### config.mk
export PLATFORM = sky130hd
export DESIGN_NAME = task_trace_monitor
export DESIGN_NICKNAME = d
export VERILOG_FILES = /design/src/rtl/task_trace_pkg.sv /design/src/rtl/task_trace_fifo.sv /design/src/rtl/task_trace_monitor.sv
export SDC_FILE = /design/constraint.sdc
export NUM_CORES = 1
export LEC_CHECK = 0
export BUFFER_PORTS_ARGS = -buffer_cell sky130_fd_sc_hd__buf_4
export CAP_MARGIN = 0
export CORE_UTILIZATION = 35
export DETAILED_ROUTE_END_ITERATION = 10
export GPL_TIMING_DRIVEN = 0
export SLEW_MARGIN = 20
export SYNTH_ARGS = -nofsm -noshare
export SYNTH_HDL_FRONTEND = slang
export SYNTH_SLANG_ARGS = --single-unit
### constraint.sdc
create_clock -name clk -period 8.2 [get_ports clk]
set_input_delay 1.23 -clock clk [delete_from_list [all_inputs] [get_ports clk]]
set_output_delay 1.23 -clock clk [all_outputs]
set_load 0.03 [all_outputs]
### src/rtl/task_trace_pkg.sv
// task_trace_pkg: shared constants and types for the task trace monitor.
// Record layout, MSB to LSB: {start_cycle, length, task_id}.
package task_trace_pkg;

  localparam int ID_W = 16;
  localparam logic [ID_W-1:0] IDLE_ID = 16'hFFFF;

  localparam int TS_W_DEF  = 16;
  localparam int LEN_W_DEF = 8;

  localparam int ID_LSB  = 0;
  localparam int LEN_LSB = ID_W;

  typedef enum logic [1:0] {
    S_IDLE  = 2'd0,
    S_TRACK = 2'd1,
    S_DONE  = 2'd2
  } state_t;

  function automatic int ts_lsb(input int len_w);
    return ID_W + len_w;
  endfunction

  function automatic int rec_w(input int ts_w, input int len_w);
    return ts_w + len_w + ID_W;
  endfunction

endpackage

### src/rtl/task_trace_fifo.sv
// trace_fifo: synchronous show-ahead FIFO. The head entry is presented
// combinationally; a push into a full FIFO succeeds only with a same-cycle pop.
module trace_fifo #(
  parameter int DEPTH = 8,
  parameter int WIDTH = 40
) (
  input  logic             clk,
  input  logic             rst,
  input  logic             push,
  input  logic [WIDTH-1:0] din,
  input  logic             pop,
  output logic [WIDTH-1:0] dout,
  output logic             full,
  output logic             empty
);

  localparam int AW = (DEPTH > 1) ? $clog2(DEPTH) : 1;

  logic [WIDTH-1:0] mem [DEPTH];
  logic [AW-1:0]    wr_ptr;
  logic [AW-1:0]    rd_ptr;
  logic [AW:0]      count;
  logic             do_push;
  logic             do_pop;

  assign empty   = (count == '0);
  assign full    = (count == (AW+1)'(DEPTH));
  assign do_pop  = pop && !empty;
  assign do_push = push && (!full || do_pop);
  assign dout    = empty ? '0 : mem[rd_ptr];

  // Pointer and occupancy bookkeeping.
  always_ff @(posedge clk or posedge rst) begin
    if (rst) begin
      wr_ptr <= '0;
      rd_ptr <= '0;
      count  <= '0;
    end else begin
      if (do_push) wr_ptr <= wr_ptr + 1'b1;
      if (do_pop)  rd_ptr <= rd_ptr + 1'b1;
      case ({do_push, do_pop})
        2'b10:   count <= count + 1'b1;
        2'b01:   count <= count - 1'b1;
        default: count <= count;
      endcase
    end
  end

  // Storage array; contents are don't-care until written.
  always_ff @(posedge clk) begin
    if (do_push) mem[wr_ptr] <= din;
  end

endmodule

### src/rtl/task_trace_monitor.sv
// task_trace_monitor: turns the scheduler's per-cycle task stream into
// run-length records {start_cycle, length, task_id} buffered in a FIFO.
// Optional macro TRACE_IDLE_REC_EN: when defined, idle runs are recorded too.
module task_trace_monitor
  import task_trace_pkg::*;
#(
  parameter int DEPTH     = 8,
  parameter int TS_W      = TS_W_DEF,
  parameter int LEN_W     = LEN_W_DEF,
  parameter int DONE_IDLE = 4
) (
  input  logic                    clk,
  input  logic                    rst,
  input  logic                    st,
  input  logic [ID_W-1:0]         task_in,
  input  logic                    empty_in,
  output logic                    rec_valid,
  input  logic                    rec_ready,
  output logic [TS_W+LEN_W+ID_W-1:0] rec_data,
  output logic                    done,
  output logic                    overflow,
  output logic [7:0]              drop_cnt
);

  localparam int REC_W = rec_w(TS_W, LEN_W);
  localparam int IW    = $clog2(DONE_IDLE + 1);
  localparam logic [LEN_W-1:0] LEN_MAX = '1;
`ifdef TRACE_IDLE_REC_EN
  localparam bit IDLE_PUSH = 1'b1;
`else
  localparam bit IDLE_PUSH = 1'b0;
`endif

  state_t            state, state_n;
  logic [TS_W-1:0]   cyc, cyc_n;
  logic              run_open, run_open_n;
  logic [ID_W-1:0]   run_id, run_id_n;
  logic [TS_W-1:0]   run_start, run_start_n;
  logic [LEN_W-1:0]  run_len, run_len_n;
  logic [IW-1:0]     idle_cnt, idle_n;
  logic              pend_valid, pend_valid_n;
  logic [REC_W-1:0]  pend_rec, pend_rec_n;
  logic              push;
  logic [REC_W-1:0]  push_rec;
  logic              fifo_full;
  logic              fifo_empty;
  logic              pop;
  logic              drop;

  function automatic logic pushable(input logic [ID_W-1:0] id);
    return IDLE_PUSH || (id != IDLE_ID);
  endfunction

  assign rec_valid = !fifo_empty;
  assign pop       = rec_valid && rec_ready;
  assign drop      = push && fifo_full && !pop;
  assign done      = (state == S_DONE) && !pend_valid;

  // Next-state logic: run coalescing, done detection and record pushes.
  // When the last idle sample both splits a saturated run and ends the
  // schedule, the final record is parked in pend and pushed one cycle later.
  always_comb begin
    state_n      = state;
    cyc_n        = cyc;
    run_open_n   = run_open;
    run_id_n     = run_id;
    run_start_n  = run_start;
    run_len_n    = run_len;
    idle_n       = idle_cnt;
    pend_valid_n = pend_valid;
    pend_rec_n   = pend_rec;
    push         = 1'b0;
    push_rec     = '0;
    case (state)
      S_IDLE: begin
        if (st) begin
          state_n    = S_TRACK;
          cyc_n      = '0;
          run_open_n = 1'b0;
          idle_n     = '0;
        end
      end
      S_TRACK: begin
        cyc_n  = cyc + 1'b1;
        idle_n = (task_in == IDLE_ID && empty_in) ? idle_cnt + 1'b1 : '0;
        if (!run_open) begin
          run_open_n  = 1'b1;
          run_id_n    = task_in;
          run_start_n = cyc;
          run_len_n   = LEN_W'(1);
        end else if (task_in == run_id && run_len != LEN_MAX) begin
          run_len_n = run_len + 1'b1;
        end else begin
          push        = pushable(run_id);
          push_rec    = {run_start, run_len, run_id};
          run_id_n    = task_in;
          run_start_n = cyc;
          run_len_n   = LEN_W'(1);
        end
        if (idle_n == IW'(DONE_IDLE)) begin
          state_n    = S_DONE;
          run_open_n = 1'b0;
          if (pushable(run_id_n)) begin
            if (push) begin
              pend_valid_n = 1'b1;
              pend_rec_n   = {run_start_n, run_len_n, run_id_n};
            end else begin
              push     = 1'b1;
              push_rec = {run_start_n, run_len_n, run_id_n};
            end
          end
        end
      end
      S_DONE: begin
        if (pend_valid) begin
          push         = 1'b1;
          push_rec     = pend_rec;
          pend_valid_n = 1'b0;
        end
        if (st) begin
          state_n    = S_TRACK;
          cyc_n      = '0;
          run_open_n = 1'b0;
          idle_n     = '0;
        end
      end
      default: state_n = S_IDLE;
    endcase
  end

  // State, counters and open-run registers.
  always_ff @(posedge clk or posedge rst) begin
    if (rst) begin
      state      <= S_IDLE;
      cyc        <= '0;
      run_open   <= 1'b0;
      run_id     <= '0;
      run_start  <= '0;
      run_len    <= '0;
      idle_cnt   <= '0;
      pend_valid <= 1'b0;
      pend_rec   <= '0;
    end else begin
      state      <= state_n;
      cyc        <= cyc_n;
      run_open   <= run_open_n;
      run_id     <= run_id_n;
      run_start  <= run_start_n;
      run_len    <= run_len_n;
      idle_cnt   <= idle_n;
      pend_valid <= pend_valid_n;
      pend_rec   <= pend_rec_n;
    end
  end

  // Sticky overflow flag and saturating drop counter.
  always_ff @(posedge clk or posedge rst) begin
    if (rst) begin
      overflow <= 1'b0;
      drop_cnt <= '0;
    end else if (drop) begin
      overflow <= 1'b1;
      if (drop_cnt != 8'hFF) drop_cnt <= drop_cnt + 1'b1;
    end
  end

  trace_fifo #(
    .DEPTH (DEPTH),
    .WIDTH (REC_W)
  ) u_fifo (
    .clk   (clk),
    .rst   (rst),
    .push  (push),
    .din   (push_rec),
    .pop   (pop),
    .dout  (rec_data),
    .full  (fifo_full),
    .empty (fifo_empty)
  );

endmodule

Word-level counts from Yosys, hierarchy flattened
Memory sizes are Yosys's and may differ from the RTL's. Index checks and enable logic that the tools add are counted.

RAM bits: 320. Memories kept: 1. Bits of input ports: 21. Output and inout port bits: 51. Logic and storage cells: 103. Register bits: 122.

Memories: u_fifo.mem (depth 8, bits a word 40, rd ports 1, clocked after Yosys merged registers in 0, wr ports 1, line task_trace_fifo.sv:19) `logic [WIDTH-1:0] mem [DEPTH];`.

Add/subtract/negate cells: 8. Equal/unequal tests: 16. Reductions and logical operators: 24. Multiplexer cells: 40.

Operator list (count): 40-bit two-way mux (7); 16-bit two-way mux (6); 40-bit one-hot mux with 2 select lines (1); 16-bit != test, second input constant (2); 16-bit one-hot mux with 2 select lines (1); 16-bit by 1-bit adder with 16-bit output, second input constant (1); 8-bit by 1-bit adder with 8-bit output, second input constant (2); 16-bit equality test (1); 16-bit equality test, second input constant (1); 8-bit two-way mux (2); 8-bit != test, second input constant (2); 1-bit two-way mux (13); 3-bit by 1-bit adder with 3-bit output, second input constant (3); 1-bit logical AND (8); 4-bit one-hot mux with 2 select lines (1); 4-bit AND reduction (2); 3-bit two-way mux (2); 2-bit != test, second input constant (3); 1-bit one-hot mux with 2 select lines (3); 3-bit one-hot mux with 2 select lines (1); 2-bit AND reduction (3); 2-bit nonzero test (3); 4-bit by 1-bit adder with 4-bit output, second input constant (1); 2-bit by 1-bit equality test with 1-bit output, second input constant (2); other kinds (12) (17).

Depth between registers and ports, before layout
Depth after elaboration: 12. Depth in mapped cells: 15. Gate-level depth less buffers: 14.

By module
From an unflattened synthesis, not the netlist that was laid out.

Cell total of the unflattened synthesis: 1067. Area, all modules: 18122.4 um^2.

Modules (own cells, without submodules): trace_fifo (cells an instance 579, times used 1, area each 12787.3 um^2, sequential area each 9859.5 um^2); task_trace_monitor (cells an instance 488, times used 1, area each 5335.1 um^2, sequential area each 2802.7 um^2).

Worst setup path after synthesis
OpenSTA, ideal clock, no wires.

Path type: input port to flip-flop. Start point: input task_in[11]. End point: memory u_fifo.mem[2][0], enable pin. Required time: 7705 ps. Setup time: 495 ps. Setup slack: 2403 ps. Buffers on the path: 1. Arrival time: 5302 ps. Stages: 8. Cells stage by stage: xor2_1 -> nor4_1 -> nand2_1 -> nor3_2 -> or3_1 -> buf_6 -> nand2b_4 -> nor3b_1.

Cells in the longest elaborated chain, start to end: 12. Elaborated cells on any way between the ends: 19. Those cells by class: eq/ne (4); mux (12); reduce/logical (3).

RTL lines: start, declared (line task_trace_monitor.sv:15) `input logic [ID_W-1:0] task_in,`; 16-bit equality test (line task_trace_monitor.sv:91) `end else if (task_in == run_id && run_len != LEN_MAX) begin`; 1-bit logical AND (line task_trace_monitor.sv:91); 16-bit two-way mux (line task_trace_monitor.sv:91); 16-bit two-way mux (line task_trace_monitor.sv:86) `if (!run_open) begin`; 16-bit two-way mux (line task_trace_monitor.sv:74) `case (state)`; 16-bit != test (line task_trace_monitor.sv:51) `return IDLE_PUSH || (id != IDLE_ID);`; 1-bit two-way mux (line task_trace_monitor.sv:103) `if (pushable(run_id_n)) begin`; 1-bit two-way mux (*) (line task_trace_monitor.sv:100) `if (idle_n == IW'(DONE_IDLE)) begin`; 1-bit one-hot mux with 2 select lines (*) (line task_trace_monitor.sv:74); 1-bit logical AND (*) (line task_trace_fifo.sv:29) `assign do_push = push && (!full || do_pop);`; 1-bit two-way mux (*) (line task_trace_fifo.sv:51) `if (do_push) mem[wr_ptr] <= din;`; 1-bit two-way mux (not written as such) (*) (line task_trace_fifo.sv:51); end, declared (line task_trace_fifo.sv:19).

Mark *: on every way between the ends. The rest lies on a longest branch, timed or not. The select of a mux whose other input is x is not followed.

Final worst setup path
Start point: register u_fifo.rd_ptr[1]. End point: output rec_data[18].

Cells in the longest elaborated chain, start to end: 2.

RTL lines: start, declared (line task_trace_fifo.sv:21) `logic [AW-1:0] rd_ptr;`; start signal, assigned (line task_trace_fifo.sv:40) `if (do_pop) rd_ptr <= rd_ptr + 1'b1;`; memory read 8 x 40 bit; 40-bit two-way mux (line task_trace_fifo.sv:30) `assign dout = empty ? '0 : mem[rd_ptr];`; end, declared (line task_trace_monitor.sv:19) `output logic [TS_W+LEN_W+ID_W-1:0] rec_data,`.

Every way passes these cells.

==> flow_metrics.py <==
metrics = {
    "synthesis": {
        "synth_area_leaders": "edfxtp_1 54%, dfrtp_1 17%, mux4_2 10%",
        "seq_area_frac_synth": 0.7060,
        "async_reset_ff_frac": 0.2760,
        "synth_edf_count": 320,
        "ys_types": 59,
        "synth_top_area_cell": "edfxtp_1",
        "synth_area_sq_mm": 0.01793,
        "yosys_most_used_dff": "edfxtp_1",
        "yosysWarnings": 0,
        "synth_fp_nets": 1080,
        "syn_inst": 1047,
        "yosysTopAreaCellShare": 0.5358,
        "synth-seq-cells": 442,
        "syn_area_per_cell_sq_um": 17.13,
    },
    "outcome": {
        "outcome": "finished, final reports clean",
    },
    "timing": {
        "hold_violations": 0,
        "finalWorstSetupSlack_ns": 3.973,
        "period_share": 0.5155,
        "tightest_slew_ns": 0.9246,
        "rsz0062_at_grt": "no",
        "slew_violations": 0,
        "min_period_ns": 4.227,
        "finalClockSkew_ns": 0.02055,
        "fin_tns_setup_ns": 0,
        "max_freq_mhz": 236.6,
        "relSlewSlack": 0.3836,
        "setup_viol_count_final": 0,
    },
    "die": {
        "row_count": 82,
        "ios": 72,
        "core_sq_mm": 0.05038,
        "dieArea_sq_mm": 0.05215,
        "die_h_microns": 228.4,
        "start_util": 0.3560,
        "die_x_microns": 228.4,
    },
    "clock_network": {
        "clock-sinks": 442,
        "h-tree-depth": 2,
        "cts_tree": "done",
        "cts_made_buffers": 47,
        "clk_latency_ns": 0.58,
        "post_cts_resized": 0,
        "cts_root_buffer": "clkbuf_16",
        "clockBufferDepth": 3,
        "post_cts.repair.setup_buffers": 0,
        "clk_pin_slew_ns": 0.06,
        "postCtsHoldBufs": 0,
    },
    "placement": {
        "gp_congestion": 0.7438,
        "dp.final_hpwl_microns": 26740,
        "portBuffers": 71,
        "post-place-ws_ns": 3.714,
    },
    "hold_path": {
        "hold_class": "reg -> reg",
    },
    "global_route": {
        "gr-usage-all-layers": 0.1500,
        "grt_pass1_wl_microns": 59420,
        "grt_pass1_vias": 9792,
        "antenna_found_initial": 0,
        "grt_max_degree": 77,
        "gr-total-overflow": 0,
    },
    "critical_path": {
        "cp_max_fo": 10,
        "cp-endpoint": "rec_data[18]",
        "start_kind": "register",
        "ff2ff_path_depth": 14,
        "cp-startpoint": "u_fifo.rd_ptr[1]",
        "critPathKind": "reg -> out",
        "crit_path_end_kind": "output port",
        "ff2ff_setup_slack_ns": 4.41,
        "r2r-start": "state[0]",
        "critPathRequiredTime_ns": 6.97,
        "r2r_end": "u_fifo.mem[4][0]",
        "arrival_ns": 3.00,
    },
    "detailed_routing": {
        "viasPerCell": 4.934,
        "firstDrtPassIters": 5,
        "antenna_left": 0,
        "drt-wirelength-per-cell_microns": 20.14,
        "totalWireLength_microns": 38490,
        "drcViolationCount": 0,
        "vias": 9428,
        "drt_iter0_drc": 618,
    },
    "power_and_ir_drop": {
        "powerDensity_mw_per_mm2": 332.4,
        "power.leakage_nw": 7.733,
        "p_clk_frac": 0.290,
        "p_int_mw": 4.739,
        "ir_drop_mv": 0.1631,
        "p_sw_frac": 0.3300,
        "comb_power_share": 0.328,
        "p_seq_frac": 0.383,
        "p_switching_mw": 2.334,
    },
    "final_layout": {
        "num_antenna_cells": 0,
        "layout-drive-gt1-share": 0.2615,
        "n_fill_cell": 4434,
        "final_common_cell": "edfxtp_1",
        "finish.utilization": 0.4224,
        "nets": 1236,
        "final_cell_mix": "320 x edfxtp_1, 122 x dfrtp_1, 89 x buf_4",
        "area_delta_synth_final_pct": 18.63,
    },
    "job": {
        "maxCapViolations": 0,
    },
}
==> metal layers <==
metal | track usage | wire [microns] | up-vias
li1 | - | - | 4335
met1 | 0.1964 | 16610 | 4873
met2 | 0.2580 | 19600 | 175
met3 | 0.02270 | 1575 | 45
met4 | 0.04404 | 699 | 0
met5 | 0 | 0 | -
==> critical path, stage by stage (launching register included) <==
cell and delay [ns]:
dfrtp_1 0.35, clkbuf_1 0.36, clkbuf_1 0.65, mux4_2 0.42, mux2i_1 0.35, nor2_1 0.09
buf_4 0.19
==> per-stage QoR <==
step           area [sq um]  hold WS (ns)  std cells  power [mW]
6_report              21280        0.4554       1911       7.072
5_1_grt               21280        0.4728       1911       7.398
4_1_cts               21280        0.4604       1911       7.183
3_5_place_dp          19780        0.4473       1826       5.120
3_3_place_gp          19310        0.4398       1790       5.055
2_1_floorplan         17930        0.4294       1047       4.312
==> synth_stat cells (all sizes together) (21+ instances only) <==
cell type / count
mux2: 36
mux2i: 41
edfxtp: 320
nor2b: 42
mux4: 80
dfrtp: 122
a22oi: 40
nor2: 66
clkbuf: 67
nand2: 21
==> power by group through the flow <==
| stage | logic [mW] | registers (mW) | clock network [mW] |
|---|---|---|---|
| 2_1_floorplan | 1.59 | 2.72 | 0 |
| 3_3_place_gp | 2.30 | 2.75 | 0 |
| 3_5_place_dp | 2.37 | 2.75 | 0 |
| 4_1_cts | 2.38 | 2.71 | 2.10 |
| 5_1_grt | 2.49 | 2.73 | 2.18 |
| 6_report | 2.32 | 2.71 | 2.05 |
==> layout make-up <==
type	instances	area, sq um	area share
Sequential cell	442	12660	0.5951
Buffer	87	354.1	0.01664
Tap cell	672	840.8	0.03952
Timing Repair Buffer	107	944.7	0.04440
Clock buffer	57	1214	0.05704
Clock inverter	28	279.0	0.01311
Multi-Input combinational cell	504	4922	0.2313
Inverter	14	60.06	0.002823
==> state kept, by name, indices dropped and copies added (netlist names) <==
name,cells
u_fifo.mem,320
pend_valid,1
u_fifo.wr_ptr,3
u_fifo.rd_ptr,3
state,2
run_id,16
idle_cnt,3
overflow,1
u_fifo.count,4
pend_rec,40
run_open,1
drop_cnt,8
run_len,8
run_start,16
cyc,16
==> worst min path at each step <==
| stage | startpoint | slack, ns | cells after the start | to |
|---|---|---|---|---|
| 3_3_place_gp | pend_rec[30] | 0.44 | 1 | pend_rec[30] |
| 6_report | pend_rec[20] | 0.46 | 1 | pend_rec[20] |
| 2_1_floorplan | pend_rec[0] | 0.43 | 1 | pend_rec[0] |
| 5_1_grt | pend_rec[15] | 0.47 | 1 | pend_rec[15] |
| 4_1_cts | pend_rec[26] | 0.46 | 1 | pend_rec[26] |
| 3_5_place_dp | pend_rec[39] | 0.45 | 1 | pend_rec[39] |
==> kinds of logic (layout without fill, tap and decap cells) <==
| group | after synthesis | in the layout | share of synthesized area |
|---|---|---|---|
| AOI/OAI and AO/OA | 88 | 88 | 0.03405 |
| xor gates and xnor gates | 39 | 39 | 0.01905 |
| adders and majority gates | 12 | 12 | 0.008790 |
| buffers and inverters | 101 | 293 | 0.02267 |
| DFF | 442 | 442 | 0.7060 |
| muxes | 157 | 157 | 0.1462 |
| and+or+nand+nor | 208 | 208 | 0.06328 |
(Power assumes the default switching activity.)
